==> config.mk <==
export PLATFORM = sky130hd
export DESIGN_NAME = evm_vote_tally_flat
export DESIGN_NICKNAME = d
export VERILOG_FILES = /design/src/rtl/evm_vote_tally_if.sv /design/src/rtl/evm_vote_tally.sv /design/src/flat_wrapper.sv
export SDC_FILE = /design/constraint.sdc
export NUM_CORES = 1
export LEC_CHECK = 0
export BUFFER_PORTS_ARGS = -buffer_cell sky130_fd_sc_hd__buf_4
export CORE_UTILIZATION = 45
export DETAILED_ROUTE_END_ITERATION = 6
export SLEW_MARGIN = 20
export SYNTH_ARGS = -nofsm -noshare
export SYNTH_HDL_FRONTEND = slang
export SYNTH_SLANG_ARGS = --single-unit
==> constraint.sdc <==
create_clock -name clk -period 3.5 [get_ports clk]
set_clock_uncertainty 0.2 [all_clocks]
set_input_delay 0 -clock clk [delete_from_list [all_inputs] [get_ports clk]]
set_output_delay 0 -clock clk [all_outputs]
set_load 0.01 [all_outputs]
==> src/rtl/evm_vote_tally_if.sv <==
// Bundle of the tally unit's control and result signals. The master side
// (voting FSM / host) drives votes and requests; the slave side is the tally.
interface evm_vote_tally_if #(
    parameter int CNT_W = 8
);
    logic             mode;
    logic             vote_valid;
    logic [1:0]       incr_party_vote;
    logic             result_req;
    logic             clear_counts;
    logic             vote_ack;
    logic             result_valid;
    logic [1:0]       result_party;
    logic [CNT_W-1:0] result_count;
    logic [CNT_W-1:0] total_votes;
    logic             winner_valid;
    logic [1:0]       winner;
    logic             tie;
    logic             busy;

    modport master (
        output mode, vote_valid, incr_party_vote, result_req, clear_counts,
        input  vote_ack, result_valid, result_party, result_count,
               total_votes, winner_valid, winner, tie, busy
    );

    modport slave (
        input  mode, vote_valid, incr_party_vote, result_req, clear_counts,
        output vote_ack, result_valid, result_party, result_count,
               total_votes, winner_valid, winner, tie, busy
    );
endinterface

==> src/rtl/evm_vote_tally.sv <==
// Four-party saturating vote tally with a serial result readout followed by
// a winner/tie verdict. Votes are edge-detected on vote_valid so a held
// strobe counts once. All outputs come straight from flops.
module evm_vote_tally #(
    parameter int CNT_W = 8
) (
    input  logic               clk,
    input  logic               reset,
    evm_vote_tally_if.slave    bus
);
    typedef enum logic [1:0] {
        ST_IDLE    = 2'd0,
        ST_READOUT = 2'd1,
        ST_VERDICT = 2'd2
    } state_t;

    localparam logic [CNT_W-1:0] CNT_MAX = {CNT_W{1'b1}};
    localparam logic [CNT_W-1:0] CNT_ONE = {{(CNT_W-1){1'b0}}, 1'b1};

    state_t           state_r, state_nxt_s;
    logic [1:0]       idx_r, idx_nxt_s;
    logic             vv_q_r;
    logic [CNT_W-1:0] cnt_r [4];
    logic [CNT_W-1:0] total_r;

    logic             accept_s, clear_s, start_s;
    logic [CNT_W-1:0] cur_s, lead_cnt_s, lead_cnt_r;
    logic [1:0]       lead_s, lead_r;
    logic             tie_run_s, tie_run_r;

    logic             vote_ack_r, result_valid_r, winner_valid_r, tie_r, busy_r;
    logic [1:0]       result_party_r, winner_r;
    logic [CNT_W-1:0] result_count_r;

    logic             result_valid_d_s, winner_valid_d_s, busy_d_s;
    logic [1:0]       result_party_d_s;
    logic [CNT_W-1:0] result_count_d_s;

    assign accept_s = (state_r == ST_IDLE) && bus.mode && bus.vote_valid && !vv_q_r;
    assign clear_s  = (state_r == ST_IDLE) && !bus.mode && bus.clear_counts;
    assign start_s  = (state_r == ST_IDLE) && !bus.mode && bus.result_req && !bus.clear_counts;

    // State register and readout index.
    always_ff @(posedge clk) begin
        if (reset) begin
            state_r <= ST_IDLE;
            idx_r   <= 2'd0;
        end else begin
            state_r <= state_nxt_s;
            idx_r   <= idx_nxt_s;
        end
    end

    // Next-state logic: one READOUT cycle per party, then a single VERDICT.
    always_comb begin
        state_nxt_s = state_r;
        idx_nxt_s   = 2'd0;
        case (state_r)
            ST_IDLE: begin
                if (start_s) state_nxt_s = ST_READOUT;
                else         state_nxt_s = ST_IDLE;
                idx_nxt_s = 2'd0;
            end
            ST_READOUT: begin
                if (idx_r == 2'd3) begin
                    state_nxt_s = ST_VERDICT;
                    idx_nxt_s   = 2'd0;
                end else begin
                    state_nxt_s = ST_READOUT;
                    idx_nxt_s   = idx_r + 2'd1;
                end
            end
            ST_VERDICT: begin
                state_nxt_s = ST_IDLE;
                idx_nxt_s   = 2'd0;
            end
            default: begin
                state_nxt_s = ST_IDLE;
                idx_nxt_s   = 2'd0;
            end
        endcase
    end

    // Output decode from the next state so the output flops line up with it.
    always_comb begin
        result_valid_d_s = 1'b0;
        result_party_d_s = 2'd0;
        result_count_d_s = '0;
        winner_valid_d_s = 1'b0;
        busy_d_s         = 1'b0;
        case (state_nxt_s)
            ST_READOUT: begin
                result_valid_d_s = 1'b1;
                result_party_d_s = idx_nxt_s;
                result_count_d_s = cnt_r[idx_nxt_s];
                busy_d_s         = 1'b1;
            end
            ST_VERDICT: begin
                winner_valid_d_s = 1'b1;
                busy_d_s         = 1'b1;
            end
            default: begin
                busy_d_s = 1'b0;
            end
        endcase
    end

    // Running-max update for the party reported in the current READOUT cycle.
    always_comb begin
        cur_s      = cnt_r[idx_r];
        lead_s     = lead_r;
        lead_cnt_s = lead_cnt_r;
        tie_run_s  = tie_run_r;
        if (idx_r == 2'd0) begin
            lead_s     = 2'd0;
            lead_cnt_s = cur_s;
            tie_run_s  = 1'b0;
        end else if (cur_s > lead_cnt_r) begin
            lead_s     = idx_r;
            lead_cnt_s = cur_s;
            tie_run_s  = 1'b0;
        end else if (cur_s == lead_cnt_r) begin
            tie_run_s  = 1'b1;
        end else begin
            tie_run_s  = tie_run_r;
        end
    end

    // Party counters, total, and the vote_valid edge detector.
    always_ff @(posedge clk) begin
        if (reset) begin
            for (int i = 0; i < 4; i++) cnt_r[i] <= '0;
            total_r <= '0;
            vv_q_r  <= 1'b0;
        end else begin
            vv_q_r <= bus.vote_valid;
            if (clear_s) begin
                for (int i = 0; i < 4; i++) cnt_r[i] <= '0;
                total_r <= '0;
            end else if (accept_s) begin
                if (cnt_r[bus.incr_party_vote] != CNT_MAX)
                    cnt_r[bus.incr_party_vote] <= cnt_r[bus.incr_party_vote] + CNT_ONE;
                if (total_r != CNT_MAX)
                    total_r <= total_r + CNT_ONE;
            end
        end
    end

    // Running leader state and held verdict registers.
    always_ff @(posedge clk) begin
        if (reset) begin
            lead_r     <= 2'd0;
            lead_cnt_r <= '0;
            tie_run_r  <= 1'b0;
            winner_r   <= 2'd0;
            tie_r      <= 1'b0;
        end else begin
            if (state_r == ST_READOUT) begin
                lead_r     <= lead_s;
                lead_cnt_r <= lead_cnt_s;
                tie_run_r  <= tie_run_s;
            end
            if (state_nxt_s == ST_VERDICT) begin
                winner_r <= lead_s;
                tie_r    <= tie_run_s;
            end
        end
    end

    // Registered handshake and readout outputs.
    always_ff @(posedge clk) begin
        if (reset) begin
            vote_ack_r     <= 1'b0;
            result_valid_r <= 1'b0;
            result_party_r <= 2'd0;
            result_count_r <= '0;
            winner_valid_r <= 1'b0;
            busy_r         <= 1'b0;
        end else begin
            vote_ack_r     <= accept_s;
            result_valid_r <= result_valid_d_s;
            result_party_r <= result_party_d_s;
            result_count_r <= result_count_d_s;
            winner_valid_r <= winner_valid_d_s;
            busy_r         <= busy_d_s;
        end
    end

    assign bus.vote_ack     = vote_ack_r;
    assign bus.result_valid = result_valid_r;
    assign bus.result_party = result_party_r;
    assign bus.result_count = result_count_r;
    assign bus.total_votes  = total_r;
    assign bus.winner_valid = winner_valid_r;
    assign bus.winner       = winner_r;
    assign bus.tie          = tie_r;
    assign bus.busy         = busy_r;
endmodule

==> src/flat_wrapper.sv <==
// flat-port wrapper written by rule: the top's interface ports become plain ports
module evm_vote_tally_flat 
#(
    parameter int CNT_W = 8
)
  (clk, reset, bus_mode, bus_vote_valid, bus_incr_party_vote, bus_result_req, bus_clear_counts, bus_vote_ack, bus_result_valid, bus_result_party, bus_result_count, bus_total_votes, bus_winner_valid, bus_winner, bus_tie, bus_busy);
  evm_vote_tally_if #(.CNT_W(CNT_W)) bus_i ();
  input  logic clk;
  input  logic reset;
  input wire logic [$bits(bus_i.mode)-1:0] bus_mode;
  input wire logic [$bits(bus_i.vote_valid)-1:0] bus_vote_valid;
  input wire logic [$bits(bus_i.incr_party_vote)-1:0] bus_incr_party_vote;
  input wire logic [$bits(bus_i.result_req)-1:0] bus_result_req;
  input wire logic [$bits(bus_i.clear_counts)-1:0] bus_clear_counts;
  output wire logic [$bits(bus_i.vote_ack)-1:0] bus_vote_ack;
  output wire logic [$bits(bus_i.result_valid)-1:0] bus_result_valid;
  output wire logic [$bits(bus_i.result_party)-1:0] bus_result_party;
  output wire logic [$bits(bus_i.result_count)-1:0] bus_result_count;
  output wire logic [$bits(bus_i.total_votes)-1:0] bus_total_votes;
  output wire logic [$bits(bus_i.winner_valid)-1:0] bus_winner_valid;
  output wire logic [$bits(bus_i.winner)-1:0] bus_winner;
  output wire logic [$bits(bus_i.tie)-1:0] bus_tie;
  output wire logic [$bits(bus_i.busy)-1:0] bus_busy;
  assign bus_i.mode = bus_mode;
  assign bus_i.vote_valid = bus_vote_valid;
  assign bus_i.incr_party_vote = bus_incr_party_vote;
  assign bus_i.result_req = bus_result_req;
  assign bus_i.clear_counts = bus_clear_counts;
  assign bus_vote_ack = bus_i.vote_ack;
  assign bus_result_valid = bus_i.result_valid;
  assign bus_result_party = bus_i.result_party;
  assign bus_result_count = bus_i.result_count;
  assign bus_total_votes = bus_i.total_votes;
  assign bus_winner_valid = bus_i.winner_valid;
  assign bus_winner = bus_i.winner;
  assign bus_tie = bus_i.tie;
  assign bus_busy = bus_i.busy;
  evm_vote_tally #(.CNT_W(CNT_W)) u_core (.clk(clk), .reset(reset), .bus(bus_i));
endmodule
==> impl_metrics.sql <==
INSERT INTO impl_metrics (metric_group, metric, value, unit) VALUES
('yosys', 'post-synth-top-count-cell', 'sky130_fd_sc_hd__nor2_1', ''),
('timing', 'fmax', '314', 'MHz'),
('timing', 'slew-limit-headroom', '0.503', ''),
('setup_path', 'setup.worst_path.end', 'u_core.lead_r[1]$_SDFFE_PP0N_', ''),
('setup_path', 'worst-endpoint-required', '3.59', 'ns'),
('yosys', 'synthesis.area_per_instance', '12.0', 'um^2'),
('clock_tree', 'cts-root-buf', 'sky130_fd_sc_hd__clkbuf_8', ''),
('setup_path', 'critical_path.reg2reg.endpoint', 'u_core.lead_r[1]$_SDFFE_PP0N_', ''),
('timing', 'worst_slew_pin_slew', '0.742', 'ns'),
('setup_path', 'critical_path_cell_count', '8', ''),
('placement', 'gpl.final_weighted_congestion', '0.814', ''),
('clock_tree', 'cts_num_sinks', '73', ''),
('finish', 'final.fill_count', '690', ''),
('clock_tree', 'path_clk_slew', '0.08', 'ns'),
('finish', 'layout.cell_area.non_filler', '0.00425', 'mm^2'),
('finish', 'final_core_density', '0.547', ''),
('yosys', 'syn_nets', '325', ''),
('yosys', 'ys.warnings.count', '0', ''),
('die', 'io-pin-count', '33', ''),
('global_route', 'globalRouteOverflowTotal', '0', ''),
('timing', 'maxSlewViolCount', '0', ''),
('yosys', 'synth-edff-count', '32', ''),
('setup_path', 'critPathMaxStageDelay', '0.80', 'ns'),
('drt', 'vias_per_instance', '5.50', ''),
('finish', 'regArea', '0.00178', 'mm^2'),
('setup_path', 'critical_path_buf_inv_count', '0', ''),
('placement', 'io_buffer_count', '32', ''),
('drt', 'drt_pre_antenna_iters', '4', ''),
('yosys', 'synthDominantAreaCellType', 'sky130_fd_sc_hd__edfxtp_1', ''),
('drt', 'detailed_route_via_count', '2487', ''),
('yosys', 'muxShareOfSynthArea', '0.182', ''),
('drt', 'first_iter_violations', '204', ''),
('yosys', 'synth_xor_area_frac', '0.0285', ''),
('min_path', 'holdCritPathClass', 'in -> reg', ''),
('finish', 'post_synthesis_to_final_layout_area_growth', '16.5', '%'),
('die', 'fp.dieArea', '0.00847', 'mm^2'),
('timing', 'timing_hold_violations_final', '0', ''),
('yosys', 'synth-compound-area-share', '0.0432', ''),
('setup_path', 'critical_path.slowest_cell', 'sky130_fd_sc_hd__dfxtp_1', ''),
('yosys', 'synth_cells', '303', ''),
('global_route', 'largest_net_degree_at_the_start_of_global_routing', '24', ''),
('timing', 'finalSetupTns', '0', 'ns'),
('global_route', 'track_usage', '0.203', ''),
('finish', 'insertedDiodeCount', '0', ''),
('drt', 'routed_wirelength', '7760', 'um'),
('die', 'row_count', '32', ''),
('setup_path', 'cp_cell_sequence', 'mux4_2, ha_1, nor2b_1, o211ai_1, a21oi_1, o22ai_1, or4_1, a21oi_1', ''),
('setup_path', 'critical_path.max_fanout', '15', ''),
('timing', 'layout_worst_path_cycle_share', '0.911', ''),
('setup_path', 'timing.critical_path.max_delay_family', 'flip-flops', ''),
('drt', 'routed_wl_per_cell', '17.2', 'um'),
('clock_tree', 'cts_buffer_depth', '2', ''),
('setup_path', 'cp_arrival', '3.27', 'ns'),
('setup_path', 'worst_setup_path_start_kind', 'flop', ''),
('timing', 'setup_repair_after_global_routing_missed_its_margin', 'no', ''),
('setup_path', 'cp-startpoint', 'u_core.idx_r[0]$_SDFF_PP0_', ''),
('yosys', 'synth_async_sr_flop_share', '0', ''),
('global_route', 'antenna_found_initial', '0', ''),
('status', 'result_of_the_run', 'completed', ''),
('yosys', 'synth_seq_cells', '73', ''),
('clock_tree', 'cts_made_buffers', '9', ''),
('finish', 'nNetsFinal', '367', ''),
('drt', 'ant_nets', '0', ''),
('yosys', 'synth_sequential_area_ratio', '0.489', ''),
('global_route', 'grt_first_pass_wirelength', '12800', 'um'),
('clock_tree', 'clock_tree_from_tritoncts', 'built', ''),
('power_and_ir_drop', 'p_leak', '1.65', 'nW'),
('power_and_ir_drop', 'peakVddDrop', '0.225', 'mV'),
('placement', 'postPlaceCellArea', '0.00398', 'mm^2'),
('yosys', 'synth.top_cell.area_share', '0.263', ''),
('clock_tree', 'cts_max_level', '3', '');
[repair_timing]
action                    4_1_cts  5_1_grt
hold buffers                    6        0
setup buffers                   0        0
hold endpoints to repair       29        0
[area by class of cell]
class                      instances  area share
sequential                        73       0.419
multi-input combinational        203       0.411
timing repair buffer              40      0.0742
clock buffer                      10      0.0300
tap                              102      0.0300
clock inverter                     6      0.0194
inverter                          18      0.0159
[metal layers]
metal	vias to the layer above	global-route usage
li1	1194	-
met1	1215	0.286
met2	65	0.305
met3	13	0.0498
met4	0	0.0703
met5	-	0
[worst reg2reg max path, stage by stage (launching register included)]
cell and delay, ns:
sky130_fd_sc_hd__dfxtp_1 0.80, sky130_fd_sc_hd__mux4_2 0.62, sky130_fd_sc_hd__ha_1 0.31, sky130_fd_sc_hd__nor2b_1 0.14, sky130_fd_sc_hd__o211ai_1 0.09, sky130_fd_sc_hd__a21oi_1 0.17, sky130_fd_sc_hd__o22ai_1 0.21, sky130_fd_sc_hd__or4_1 0.44
sky130_fd_sc_hd__a21oi_1 0.14
[flip-flops by register name (all words and copies together) (netlist names)]
register	flops
u_core.bus.busy	1
u_core.bus.result_count	8
u_core.bus.result_party	2
u_core.bus.result_valid	1
u_core.bus.tie	1
u_core.bus.total_votes	8
u_core.bus.vote_ack	1
u_core.bus.winner	2
u_core.bus.winner_valid	1
u_core.cnt_r	32
u_core.idx_r	2
u_core.lead_cnt_r	8
u_core.lead_r	2
u_core.state_r	2
u_core.tie_run_r	1
u_core.vv_q_r	1
[cells by family after synthesis]
kind of cell | Yosys count
AND/OR/NAND/NOR | 118
flip-flops | 73
multiplexers | 34
buffers and inverters | 27
AO/OA/AOI/OAI | 26
adder cells (fa/ha/maj) | 14
XOR/XNOR | 11
[through the flow]
stage                     std cells  hold slack (ns)  power [mW]
after global placement          430           0.0359        1.15
after floorplan                 303           -0.117        1.09
final                           452          0.00583        1.86
after detailed placement        430           0.0458        1.15
after CTS                       452          0.00645        1.87
after global routing            452          0.00954        1.94
[cell usage in the layout, fill, tap and decap left out, types with 3 or more instances in the layout]
cell,n
sky130_fd_sc_hd__dfxtp_1,41
sky130_fd_sc_hd__nor2b_1,4
sky130_fd_sc_hd__dlygate4sd3_1,6
sky130_fd_sc_hd__buf_4,34
sky130_fd_sc_hd__xnor2_1,3
sky130_fd_sc_hd__edfxtp_1,32
sky130_fd_sc_hd__nand3_1,7
sky130_fd_sc_hd__nand2b_1,3
sky130_fd_sc_hd__clkbuf_8,9
sky130_fd_sc_hd__inv_1,18
sky130_fd_sc_hd__and2_1,8
sky130_fd_sc_hd__nor2_1,55
sky130_fd_sc_hd__mux4_1,6
sky130_fd_sc_hd__mux4_2,18
sky130_fd_sc_hd__nand4_1,5
sky130_fd_sc_hd__mux2i_1,10
sky130_fd_sc_hd__o21ai_0,6
sky130_fd_sc_hd__ha_1,14
sky130_fd_sc_hd__nand2_1,16
sky130_fd_sc_hd__a21oi_1,11
sky130_fd_sc_hd__xor2_1,7
sky130_fd_sc_hd__and3_4,3
[how the worst min path moves through the flow]
stage                                start                            endpoint  slack (ns)  cells after the start
global placement            bus_vote_valid            u_core.vv_q_r$_SDFF_PP0_        0.04                      2
detailed placement          bus_vote_valid            u_core.vv_q_r$_SDFF_PP0_        0.05                      2
finish              bus_incr_party_vote[0]    u_core.cnt_r[3][0]$_SDFFCE_PN0P_       0.006                      3
global route        bus_incr_party_vote[0]    u_core.cnt_r[3][1]$_SDFFCE_PN0P_        0.01                      3
CTS                 bus_incr_party_vote[0]    u_core.cnt_r[3][1]$_SDFFCE_PN0P_       0.006                      3
floorplan                            reset  u_core.bus.winner_valid$_SDFF_PP0_       -0.12                      1
[power breakdown]
group | total (mW) | switching, mW | internal [mW]
Combinational | 0.191 | 0.105 | 0.0865
Sequential | 0.946 | 0.0261 | 0.920
Clock | 0.723 | 0.325 | 0.398
Power figures use the tool's default switching activity.
